[src/rtl/display_pkg.sv]
// display_pkg: shared 640x480 display geometry and colour constants.
package display_pkg;
  localparam int CORDW = 10;
  localparam int H_RES = 640;
  localparam int V_RES = 480;
  localparam logic [11:0] BG_COLOUR = 12'h137;
  localparam logic [11:0] PALETTE [4] = '{12'hFFF, 12'hF00, 12'h0F0, 12'h00F};
endpackage

[src/rtl/bounce_axis.sv]
// bounce_axis: one axis of the square's position, stepped and bounced on each frame tick.
module bounce_axis #(
  parameter int CORDW   = 10,
  parameter int SQ_SIZE = 200,
  parameter int SPEED   = 1,
  parameter int POS0    = 0
) (
  input  logic             clk,
  input  logic             rst,
  input  logic             frame_tick,
  input  logic [CORDW-1:0] limit,
  output logic [CORDW-1:0] pos,
  output logic             bounce
);
  localparam int W = CORDW + 1;
  logic [CORDW-1:0] pos_q, pos_d;
  logic neg_q, neg_d, hit_hi, hit_lo;
  logic [W-1:0] p, lim, sz, sp;
  // One spare bit keeps pos + SQ_SIZE + SPEED from wrapping near the far edge.
  always_comb begin
    p      = {1'b0, pos_q};
    lim    = {1'b0, limit};
    sz     = W'(SQ_SIZE);
    sp     = W'(SPEED);
    hit_hi = !neg_q && (p + sz + sp >= lim);
    hit_lo = neg_q && (p <= sp);
    bounce = frame_tick && (hit_hi || hit_lo);
    neg_d  = bounce ? !neg_q : neg_q;
    pos_d  = !frame_tick ? pos_q :
             hit_hi      ? CORDW'(lim - sz) :
             hit_lo      ? '0 :
             neg_q       ? pos_q - CORDW'(SPEED) : pos_q + CORDW'(SPEED);
  end
  always_ff @(posedge clk or posedge rst) begin
    if (rst) begin
      pos_q <= CORDW'(POS0);
      neg_q <= 1'b0;
    end else begin
      pos_q <= pos_d;
      neg_q <= neg_d;
    end
  end
  assign pos = pos_q;
endmodule

[src/rtl/square_bouncer.sv]
// square_bouncer: paints a bouncing square over a background, 2-cycle pipeline to the VGA pins.
// Optional SQUARE_COLOUR_CYCLE_EN steps the square through a 4-colour palette on each bounce.
module square_bouncer
  import display_pkg::*;
#(
  parameter int SQ_SIZE = 200,
  parameter int SPEED   = 1,
  parameter int SQ_X0   = 220,
  parameter int SQ_Y0   = 140
) (
  input  logic             clk_pix,
  input  logic             rst_pix,
  input  logic [CORDW-1:0] sx,
  input  logic [CORDW-1:0] sy,
  input  logic             de,
  input  logic             hsync,
  input  logic             vsync,
  output logic             vga_hsync,
  output logic             vga_vsync,
  output logic [3:0]       vga_r,
  output logic [3:0]       vga_g,
  output logic [3:0]       vga_b
);
  localparam int W = CORDW + 1;
  logic [CORDW-1:0] qx, qy;
  logic frame_tick, bx, by, in_sq;
  logic hit_q, hit_d, de_q, de_d, hs_q, hs_d, vs_q, vs_d, vhs_q, vhs_d, vvs_q, vvs_d;
  logic [11:0] rgb_q, rgb_d, sq_col;
  bounce_axis #(.CORDW(CORDW), .SQ_SIZE(SQ_SIZE), .SPEED(SPEED), .POS0(SQ_X0)) u_x (
    .clk(clk_pix), .rst(rst_pix), .frame_tick(frame_tick), .limit(CORDW'(H_RES)),
    .pos(qx), .bounce(bx)
  );
  bounce_axis #(.CORDW(CORDW), .SQ_SIZE(SQ_SIZE), .SPEED(SPEED), .POS0(SQ_Y0)) u_y (
    .clk(clk_pix), .rst(rst_pix), .frame_tick(frame_tick), .limit(CORDW'(V_RES)),
    .pos(qy), .bounce(by)
  );
`ifdef SQUARE_COLOUR_CYCLE_EN
  logic [1:0] cidx_q, cidx_d;
  assign cidx_d = cidx_q + 2'(bx | by);
  assign sq_col = PALETTE[cidx_q];
  always_ff @(posedge clk_pix or posedge rst_pix) begin
    if (rst_pix) cidx_q <= '0;
    else         cidx_q <= cidx_d;
  end
`else
  logic unused_bounce;
  assign unused_bounce = bx | by;
  assign sq_col = PALETTE[0];
`endif
  // First blanking line start: position only moves while nothing is being drawn.
  assign frame_tick = (sx == '0) && (sy == CORDW'(V_RES));
  always_comb begin
    in_sq = ({1'b0, sx} >= {1'b0, qx}) && ({1'b0, sx} < {1'b0, qx} + W'(SQ_SIZE)) &&
            ({1'b0, sy} >= {1'b0, qy}) && ({1'b0, sy} < {1'b0, qy} + W'(SQ_SIZE));
    hit_d = in_sq;
    de_d  = de;
    hs_d  = hsync;
    vs_d  = vsync;
    rgb_d = !de_q ? 12'h000 : hit_q ? sq_col : BG_COLOUR;
    vhs_d = hs_q;
    vvs_d = vs_q;
  end
  always_ff @(posedge clk_pix or posedge rst_pix) begin
    if (rst_pix) begin
      hit_q <= 1'b0;
      de_q  <= 1'b0;
      hs_q  <= 1'b1;
      vs_q  <= 1'b1;
      rgb_q <= '0;
      vhs_q <= 1'b1;
      vvs_q <= 1'b1;
    end else begin
      hit_q <= hit_d;
      de_q  <= de_d;
      hs_q  <= hs_d;
      vs_q  <= vs_d;
      rgb_q <= rgb_d;
      vhs_q <= vhs_d;
      vvs_q <= vvs_d;
    end
  end
  assign {vga_r, vga_g, vga_b} = rgb_q;
  assign vga_hsync = vhs_q;
  assign vga_vsync = vvs_q;
endmodule

[config.mk]
export PLATFORM = sky130hd
export DESIGN_NAME = square_bouncer
export DESIGN_NICKNAME = d
export VERILOG_FILES = /design/src/rtl/display_pkg.sv /design/src/rtl/bounce_axis.sv /design/src/rtl/square_bouncer.sv
export SDC_FILE = /design/constraint.sdc
export NUM_CORES = 1
export LEC_CHECK = 0
export BUFFER_PORTS_ARGS = -buffer_cell sky130_fd_sc_hd__buf_2
export CORE_MARGIN = 3
export CORE_UTILIZATION = 55
export DETAILED_ROUTE_END_ITERATION = 10
export HOLD_SLACK_MARGIN = 0.03
export PLACE_DENSITY_LB_ADDON = 0.15
export SYNTH_ARGS = -nofsm -noshare
export SYNTH_HDL_FRONTEND = slang
export SYNTH_HIERARCHICAL = 1
export SYNTH_SLANG_ARGS = --single-unit
[constraint.sdc]
create_clock -name clk_pix -period 4.9 [get_ports clk_pix]
set_input_delay 0.245 -clock clk_pix [delete_from_list [all_inputs] [get_ports clk_pix]]
set_output_delay 0.245 -clock clk_pix [all_outputs]
set_load 0.01 [all_outputs]
==> results of run 1 <==
layer usage:
metal	wire length [um]	global-route usage, %	up-vias
li1	-	-	1870
met1	4490	30.7	1731
met2	4260	35.4	155
met3	576	2.74	21
met4	223	7.94	0
met5	0	0	-
worst max path at each step:
stage	cells after the start	from	endpoint
6_report	13	u_x/pos[2]$_DFFE_PP1P_	u_x/pos[7]$_DFFE_PP1P_
5_1_grt	13	u_x/pos[2]$_DFFE_PP1P_	u_x/pos[8]$_DFFE_PP0P_
4_1_cts	13	u_x/pos[2]$_DFFE_PP1P_	u_x/pos[7]$_DFFE_PP1P_
3_5_place_dp	13	u_x/pos[2]$_DFFE_PP1P_	u_x/pos[7]$_DFFE_PP1P_
3_3_place_gp	13	u_x/pos[2]$_DFFE_PP1P_	u_x/pos[9]$_DFFE_PP0P_
2_1_floorplan	14	u_x/pos[2]$_DFFE_PP1P_	u_x/pos[8]$_DFFE_PP0P_
layout make-up:
cell class                 count  share of cell area (%)
timing repair buffer          40                    4.61
tap                           99                    2.75
sequential                    30                    17.0
clock buffer                   7                    1.91
inverter                      58                    4.83
clock inverter                 1                   0.111
multi-input combinational    428                    68.8
worst max-delay path, stage by stage, from the launching register on:
cell	delay, ns
dfstp_2	0.64
inv_1	0.09
nor3_1	0.28
nor2_1	0.07
nor2_1	0.13
nor2_1	0.07
xor2_1	0.15
ha_1	0.31
a211oi_1	0.24
nand2_1	0.08
a211o_1	0.33
a21oi_2	0.54
nor4b_1	0.37
a2111o_1	0.14
power by group through the flow:
stage	sequential [mW]	combinational (mW)	clock [mW]
2_1_floorplan	0.296	0.352	0
3_3_place_gp	0.334	0.380	0
3_5_place_dp	0.335	0.396	0
4_1_cts	0.330	0.401	0.212
5_1_grt	0.338	0.460	0.223
6_report	0.333	0.410	0.206
cell usage in the layout, fill, tap and decap left out, types with 6 or more instances in the layout:
cell and n:
and3_1 9, xnor2_1 29, a21oi_1 26, dfrtp_1 18, nor3_1 9, a31oi_1 13, a221o_1 6, o21ai_0 14
nand2_1 36, conb_1 47, nor2b_1 9, nor2_1 34, nor4_1 7, nand3_1 18, xor2_1 8, ha_1 64
dfstp_2 12, inv_1 58, clkbuf_8 6, buf_2 38
registers in the layout (all words and copies together), names as in the netlist:
signal     count
de_q           1
hit_q          1
hs_q           1
rgb_q          2
u_x/neg_q      1
u_x/pos       10
u_y/neg_q      1
u_y/pos       10
vga_hsync      1
vga_vsync      1
vs_q           1
timing repair:
action                    4_1_cts  5_1_grt
hold endpoints to repair       18        0
gates resized for setup         0        0
hold buffers                    1        0
setup buffers                   0        0
==> results.cfg, run 1 <==
[clock_tree]
cts_buffers = 5
clk_pin_slew_worst_paths_ns = 0.07
cts_root_buffer = clkbuf_8
cts_tree = built
clockBufferDepth = 2
cts_sinks = 30
htreeDepth = 2
clock_latency_ns = 0.29

[timing]
fin_crit_sh_pct = 71.3
holdWs_ns = 0.0591
setup_slack_ns = 1.41
slew_violations = 0
relSlewSlack_pct = 47.3
finalHoldViolCount = 0
rsz0062_at_grt = no
fin_setup_tns_ns = 0
worst_pin_slew_ns = 0.791
finClkSkew_ns = 0.0136
fmax_mhz = 286
period_needed_ns = 3.49
setup_viol = 0

[routing]
dr.pass1.iters = 5
antenna_left = 0
vias = 3777
vias_per_cell = 5.70
first_iter_violations = 343
avgRoutedWirePerCell_um = 14.4
wirelength_um = 9550
drc_errors = 0

[layout]
nFillCells = 654
final_layout_size_suffix_gt1_share_pct = 14.5
final_cell_area_um2 = 4510
final_util_pct = 61.5
ff_latch_area_um2 = 766
multiInputGateArea_um2 = 3100
fin_nets = 652
area_growth_syn_to_layout_pct = 7.90
fin_cells = 663
antenna_cells = 0

[die]
ios = 39
core_um2 = 7330
die_x_um = 93.2
rows = 31
dieHeight_um = 93.2
die-area_um2 = 8680
initial_core_util_pct = 57.0

[worst_setup_path]
end_kind = flop
reg2reg_depth = 13
worstReg2RegStart = u_x/pos[2]$_DFFE_PP1P_
worst_setup_path_start_kind = flop
r2r_end = u_x/pos[7]$_DFFE_PP1P_
cp.required_ns = 5.13
path_class = reg -> reg
r2r_setup_slack_ns = 1.41
worstPathArrival_ns = 3.73
cp_max_fo = 16

[placed_design]
gp_congestion = 0.897
place_area_um2 = 4410
hpwl_um = 7520
io_buffers = 38
pre_cts_slack_ns = 1.47
dp_cells = 654

[synth]
avgSynthCellArea_um2 = 8.26
syn_inst = 506
synth_warnings = 6
synth_area_um2 = 4180

[pwr]
swShare_pct = 39.4
power_mw = 0.948
power.internal_mw = 0.575
leakage_nw = 2.19
netSwitchingPower_mw = 0.374
p_clk_share_pct = 21.7
vdd_ir_drop_max_uv = 110
power_density_nw_per_um2 = 210
combPwrFrac_pct = 43.2
seq_power_share_pct = 35.1

[grt]
grt_pass1_vias = 3441
grt_usage_pct = 22.2
grt_max_degree = 22
antenna_found_initial = 0
grt-ovfl-total = 0
grt_pass1_wl_um = 15700

[hold_path]
min_path_cells = 1
hold_start = hsync
whs_endpoint = hs_q$_DFF_PP1_
hold_path_class = in -> reg

[outcome]
outcome = complete, no violations

[job]
cap_violations = 0
Note: power is estimated with default switching activity, not from simulation.
==> run 2, diff against run 1 <==
==> constraint.sdc (replaced) <==
create_clock -name clk_pix -period 3.2 [get_ports clk_pix]
set_input_delay 0.16 -clock clk_pix [delete_from_list [all_inputs] [get_ports clk_pix]]
set_output_delay 0.16 -clock clk_pix [all_outputs]
set_load 0.01 [all_outputs]
==> results.cfg, run 2 (synthesis gave the netlist of run 1 again) <==
[timing]
finalHoldViolCount = 0
finClkSkew_ns = 0.0188
fin_crit_sh_pct = 95.7
fmax_mhz = 326
period_needed_ns = 3.06
setup_slack_ns = 0.137
worst_pin_slew_ns = 0.534
setup_viol = 0
relSlewSlack_pct = 64.4
rsz0062_at_grt = no
fin_setup_tns_ns = 0
slew_violations = 0

[layout]
area_growth_syn_to_layout_pct = 12.6
final_common_cell = ha_1
fin_nets = 673
nFillCells = 641
antenna_cells = 0
fin_cells = 684
mostFrequentLayoutCells = 64 x ha_1, 58 x inv_1, 47 x conb_1
final_layout_size_suffix_gt1_share_pct = 18.1

[hold_path]
whs_endpoint = vga_vsync$_DFF_PP1_
hold_path_class = reg -> reg
min_path_cells = 0
hold_start = vs_q$_DFF_PP1_

[worst_setup_path]
path_delay_family = compound AO/OA/AOI/OAI gates
crit_chain = inv_1, nor3_1, nor2_1, nor2_1, nor2_1, xor2_1, ha_1, a211oi_1, nand2_1, a211o_1, o2bb2ai_2, a22o_1, or3_1
cp.required_ns = 3.37
end_kind = flop
worst_setup_path_start_kind = flop
r2r_end = u_x/pos[8]$_DFFE_PP0P_
worstReg2RegStart = u_x/pos[2]$_DFFE_PP1P_
critPathSlowestCell = dfstp_2
r2r_setup_slack_ns = 0.14
worstPathArrival_ns = 3.23
path_depth = 13
crit_top_cell = nor2_1
cp_max_fo = 8
path_buf_inv = 1
reg2reg_depth = 13
path_class = reg -> reg
critical-path-max-stage-delay_ns = 0.54

[grt]
grt_usage_pct = 24.1
grt-ovfl-total = 0
grt_max_degree = 21
grt_pass1_wl_um = 16900
antenna_found_initial = 0
grt_pass1_vias = 3699

[routing]
first_iter_violations = 356
wirelength_um = 10100
vias = 3917
antenna_left = 0
vias_per_cell = 5.73
avgRoutedWirePerCell_um = 14.7
dr.pass1.iters = 5
drc_errors = 0

[pwr]
vdd_ir_drop_max_uv = 175
swShare_pct = 40.2
power.internal_mw = 0.902
power_mw = 1.51
power_density_nw_per_um2 = 321
p_clk_share_pct = 21.7
leakage_nw = 2.29
netSwitchingPower_mw = 0.607
combPwrFrac_pct = 47.2
seq_power_share_pct = 31.1

[die]
die_x_um = 93.2
rows = 31
die-area_um2 = 8680
core_um2 = 7330
initial_core_util_pct = 57.0
ios = 39
dieHeight_um = 93.2

[clock_tree]
clockBufferDepth = 2
cts_buffers = 5
cts_sinks = 30
post_cts_buffers = 0
clock_latency_ns = 0.30
clk_pin_slew_worst_paths_ns = 0.08
cts_root_buffer = clkbuf_8
htreeDepth = 2
cts_tree = built

[job]
cap_violations = 0

[placed_design]
pre_cts_slack_ns = 0.0896
hpwl_um = 7880
gp_congestion = 0.958
dp_cells = 672
io_buffers = 38

[outcome]
outcome = complete, no violations
[run 2: cell types whose count changed in the layout (fill, tap and decap cells not counted), moves of 3 or more]
cell           delta
buf_4            +18
dlygate4sd3_1     +3
nor4b_1           -3
nor4b_2           +3
[run 2: worst max-delay path by stage]
stage,startpoint,to,slack (ns)
after floorplan,u_x/pos[2]$_DFFE_PP1P_,u_x/pos[8]$_DFFE_PP0P_,0.16
after global placement,u_x/pos[2]$_DFFE_PP1P_,u_x/pos[8]$_DFFE_PP0P_,0.19
after detailed placement,u_x/pos[1]$_DFFE_PP0P_,u_x/pos[8]$_DFFE_PP0P_,0.09
after CTS,u_x/pos[1]$_DFFE_PP0P_,u_x/pos[8]$_DFFE_PP0P_,0.06
after global routing,u_x/pos[2]$_DFFE_PP1P_,u_x/pos[9]$_DFFE_PP0P_,0.003
final,u_x/pos[2]$_DFFE_PP1P_,u_x/pos[8]$_DFFE_PP0P_,0.14
[run 2: cell type report]
cell class / instances / area [um2] / area share [%]
clock buffer: 7 / 86.3 / 1.84
sequential: 30 / 767 / 16.3
multi-input combinational: 428 / 3130 / 66.6
tap: 99 / 124 / 2.63
inverter: 58 / 218 / 4.63
timing repair buffer: 61 / 373 / 7.93
clock inverter: 1 / 5.00 / 0.106
[run 2: routing by layer]
layer	share of wire, %	GRT usage [%]	up-vias
met5	0	0	-
met4	2.0	7.08	0
met3	6.2	2.98	22
met2	45	39.8	162
met1	47	33.0	1811
li1	-	-	1922
[run 2: through the flow]
step	hold slack [ns]	instance area, um2	utilization (%)
2_1_floorplan	-0.0272	4350	-
3_3_place_gp	0.137	4540	62.0
3_5_place_dp	0.137	4540	62.0
4_1_cts	0.360	4670	63.8
5_1_grt	0.365	4700	64.2
6_report	0.359	4700	64.2
[run 2: power by group through the flow]
stage | clock network (mW) | logic, mW | registers, mW
2_1_floorplan | 0 | 0.540 | 0.453
3_3_place_gp | 0 | 0.659 | 0.468
3_5_place_dp | 0 | 0.682 | 0.473
4_1_cts | 0.329 | 0.694 | 0.465
5_1_grt | 0.349 | 0.804 | 0.475
6_report | 0.328 | 0.713 | 0.469
[run 2: timing repair]
| action | in CTS | in global routing |
|---|---|---|
| hold buffers | 4 | 0 |
| setup endpoints to repair | 0 | 6 |
| resized for setup | 0 | 6 |
| hold endpoints to repair | 21 | 0 |
==> run 3, diff against run 2 <==
--- a/config.mk
+++ b/config.mk
@@ -5,12 +5,13 @@
 export SDC_FILE = /design/constraint.sdc
 export NUM_CORES = 1
 export LEC_CHECK = 0
+export ABC_AREA = 1
 export BUFFER_PORTS_ARGS = -buffer_cell sky130_fd_sc_hd__buf_2
 export CORE_MARGIN = 3
 export CORE_UTILIZATION = 55
 export DETAILED_ROUTE_END_ITERATION = 10
 export HOLD_SLACK_MARGIN = 0.03
-export PLACE_DENSITY_LB_ADDON = 0.15
+export PLACE_DENSITY = 0.77
 export SYNTH_ARGS = -nofsm -noshare
 export SYNTH_HDL_FRONTEND = slang
 export SYNTH_HIERARCHICAL = 1
==> results.cfg, run 3 <==
[timing]
worst_pin_slew_ns = 0.839
fmax_mhz = 354
finalHoldViolCount = 0
rsz0062_at_grt = no
fin_crit_sh_pct = 88.3
relSlewSlack_pct = 43.9
holdWs_ns = 0.359
setup_viol = 0
slew_violations = 0
period_needed_ns = 2.82
fin_setup_tns_ns = 0
finClkSkew_ns = 0.00778

[placed_design]
io_buffers = 38
dp_cells = 883
gp_congestion = 0.929
hpwl_um = 8730
place_area_um2 = 4960

[clock_tree]
cts_tree = built
clk_pin_slew_worst_paths_ns = 0.07
cts_root_buffer = clkbuf_8
clock_latency_ns = 0.28
clockBufferDepth = 2
cts_sinks = 30
cts_buffers = 5
htreeDepth = 2

[layout]
antenna_cells = 0
ff_latch_area_um2 = 766
final_common_cell = nand2_1
mostFrequentLayoutCells = 236 x nand2_1, 98 x inv_1, 64 x ha_1
area_growth_syn_to_layout_pct = 10.8
nFillCells = 737
multiInputGateArea_um2 = 3400
fin_nets = 881
final_layout_size_suffix_gt1_share_pct = 13.5
final_cell_area_um2 = 5150
fin_cells = 895

[die]
die-area_um2 = 9590
ios = 39
rows = 32
core_um2 = 7970
die_x_um = 97.9
dieHeight_um = 97.9
initial_core_util_pct = 58.3

[routing]
drc_errors = 0
antenna_left = 0
first_iter_violations = 340
avgRoutedWirePerCell_um = 11.9
vias = 4567
drt-met1-wl_um = 4910
met2WireLength_um = 4890
wirelength_um = 10600
vias_per_cell = 5.10
dr.pass1.iters = 5
top_layer = met4
wl_met3_um = 734

[pwr]
netSwitchingPower_mw = 0.257
combPwrFrac_pct = 18.0
leakage_nw = 2.85
swShare_pct = 24.4
power.internal_mw = 0.796
vdd_ir_drop_max_uv = 147
p_clk_share_pct = 45.1
power_density_nw_per_um2 = 205
seq_power_share_pct = 36.9

[worst_setup_path]
path_depth = 18
r2r_setup_slack_ns = 0.38
path_delay_family = simple AND/OR/NAND/NOR gates
cp_max_fo = 11
cp.required_ns = 3.38
path_buf_inv = 1
critical-path-max-stage-delay_ns = 0.57
path_class = reg -> reg
end_kind = flop
worst_setup_path_start_kind = flop
reg2reg_depth = 18
worstPathArrival_ns = 3.00
crit_top_cell = nand2_1
crit_chain = ha_1, nand2_2, nand2_2, nand3_1, xor2_1, ha_1, nand2_1, inv_1, nand2_1, nand2_1, nand2_1, nand4_1, nand2_1, nand2_1, nand2_1, nand2_1, nand3_1, nand2_1
critPathSlowestCell = dfrtp_1

[synth]
syn_inst = 723
avgSynthCellArea_um2 = 6.43
synth_area_um2 = 4650
synth_warnings = 6

[grt]
antenna_found_initial = 0
grt_pass1_wl_um = 18300
grt_pass1_vias = 4140
grt_usage_pct = 22.4
grt-ovfl-total = 0
grt_max_degree = 27

[outcome]
outcome = complete, no violations

[hold_path]
min_path_cells = 0
hold_path_class = reg -> reg

[job]
cap_violations = 0
[run 3: path summary, 6_finish.rpt]
check / from / end
min reg2reg: vs_q$_DFF_PP1_ / vga_vsync$_DFF_PP1_
max: u_y/pos[0]$_DFFE_PP0P_ / u_y/neg_q$_DFFE_PP0P_
max reg2reg: u_y/pos[0]$_DFFE_PP0P_ / u_y/neg_q$_DFFE_PP0P_
min in group asynchronous: rst_pix / hit_q$_DFF_PP0_
min: vs_q$_DFF_PP1_ / vga_vsync$_DFF_PP1_
max in group asynchronous: rst_pix / u_y/pos[3]$_DFFE_PP1P_
[run 3: area by class of cell]
| cell class | count | area share (%) |
|---|---|---|
| clock inverter | 2 | 1.17 |
| timing repair buffer | 50 | 5.64 |
| sequential | 30 | 14.9 |
| inverter | 110 | 8.22 |
| tap | 102 | 2.48 |
| multi-input combinational | 595 | 66.0 |
| clock buffer | 6 | 1.60 |
[run 3: power by group through the flow]
stage	clock network, mW	registers, mW	logic [mW]
floorplan	0	0.396	0.135
global placement	0	0.395	0.172
detailed placement	0	0.395	0.179
CTS	0.484	0.389	0.183
global route	0.496	0.389	0.221
finish	0.475	0.389	0.189
[run 3: repair_timing]
item                                   in CTS  in global routing
resized for setup                           0                  0
hold buffers                                4                  0
buffers inserted                            0                  0
endpoints found under the hold margin      21                  0
[run 3: per-layer routing]
layer	global-route usage (%)	vias up
met4	3.41	0
met2	36.8	149
met1	31.9	2028
met5	0	-
li1	-	2379
met3	3.36	11
[run 3: worst register-to-register path, stage by stage (launching register included)]
cell,delay (ns)
dfrtp_1,0.57
ha_1,0.25
nand2_2,0.08
nand2_2,0.12
nand3_1,0.10
xor2_1,0.18
ha_1,0.32
nand2_1,0.09
inv_1,0.05
nand2_1,0.05
nand2_1,0.05
nand2_1,0.05
nand4_1,0.07
nand2_1,0.07
nand2_1,0.06
nand2_1,0.33
nand2_1,0.13
nand3_1,0.10
nand2_1,0.06
[run 3: through the flow]
stage                     total power, mW  util (%)  worst slack, ns
final                                1.05      64.6            0.376
after global routing                 1.11      64.6           0.0607
after CTS                            1.06      64.6            0.396
after detailed placement            0.574      62.3            0.405
after global placement              0.567      62.3            0.478
after floorplan                     0.531         -            0.881
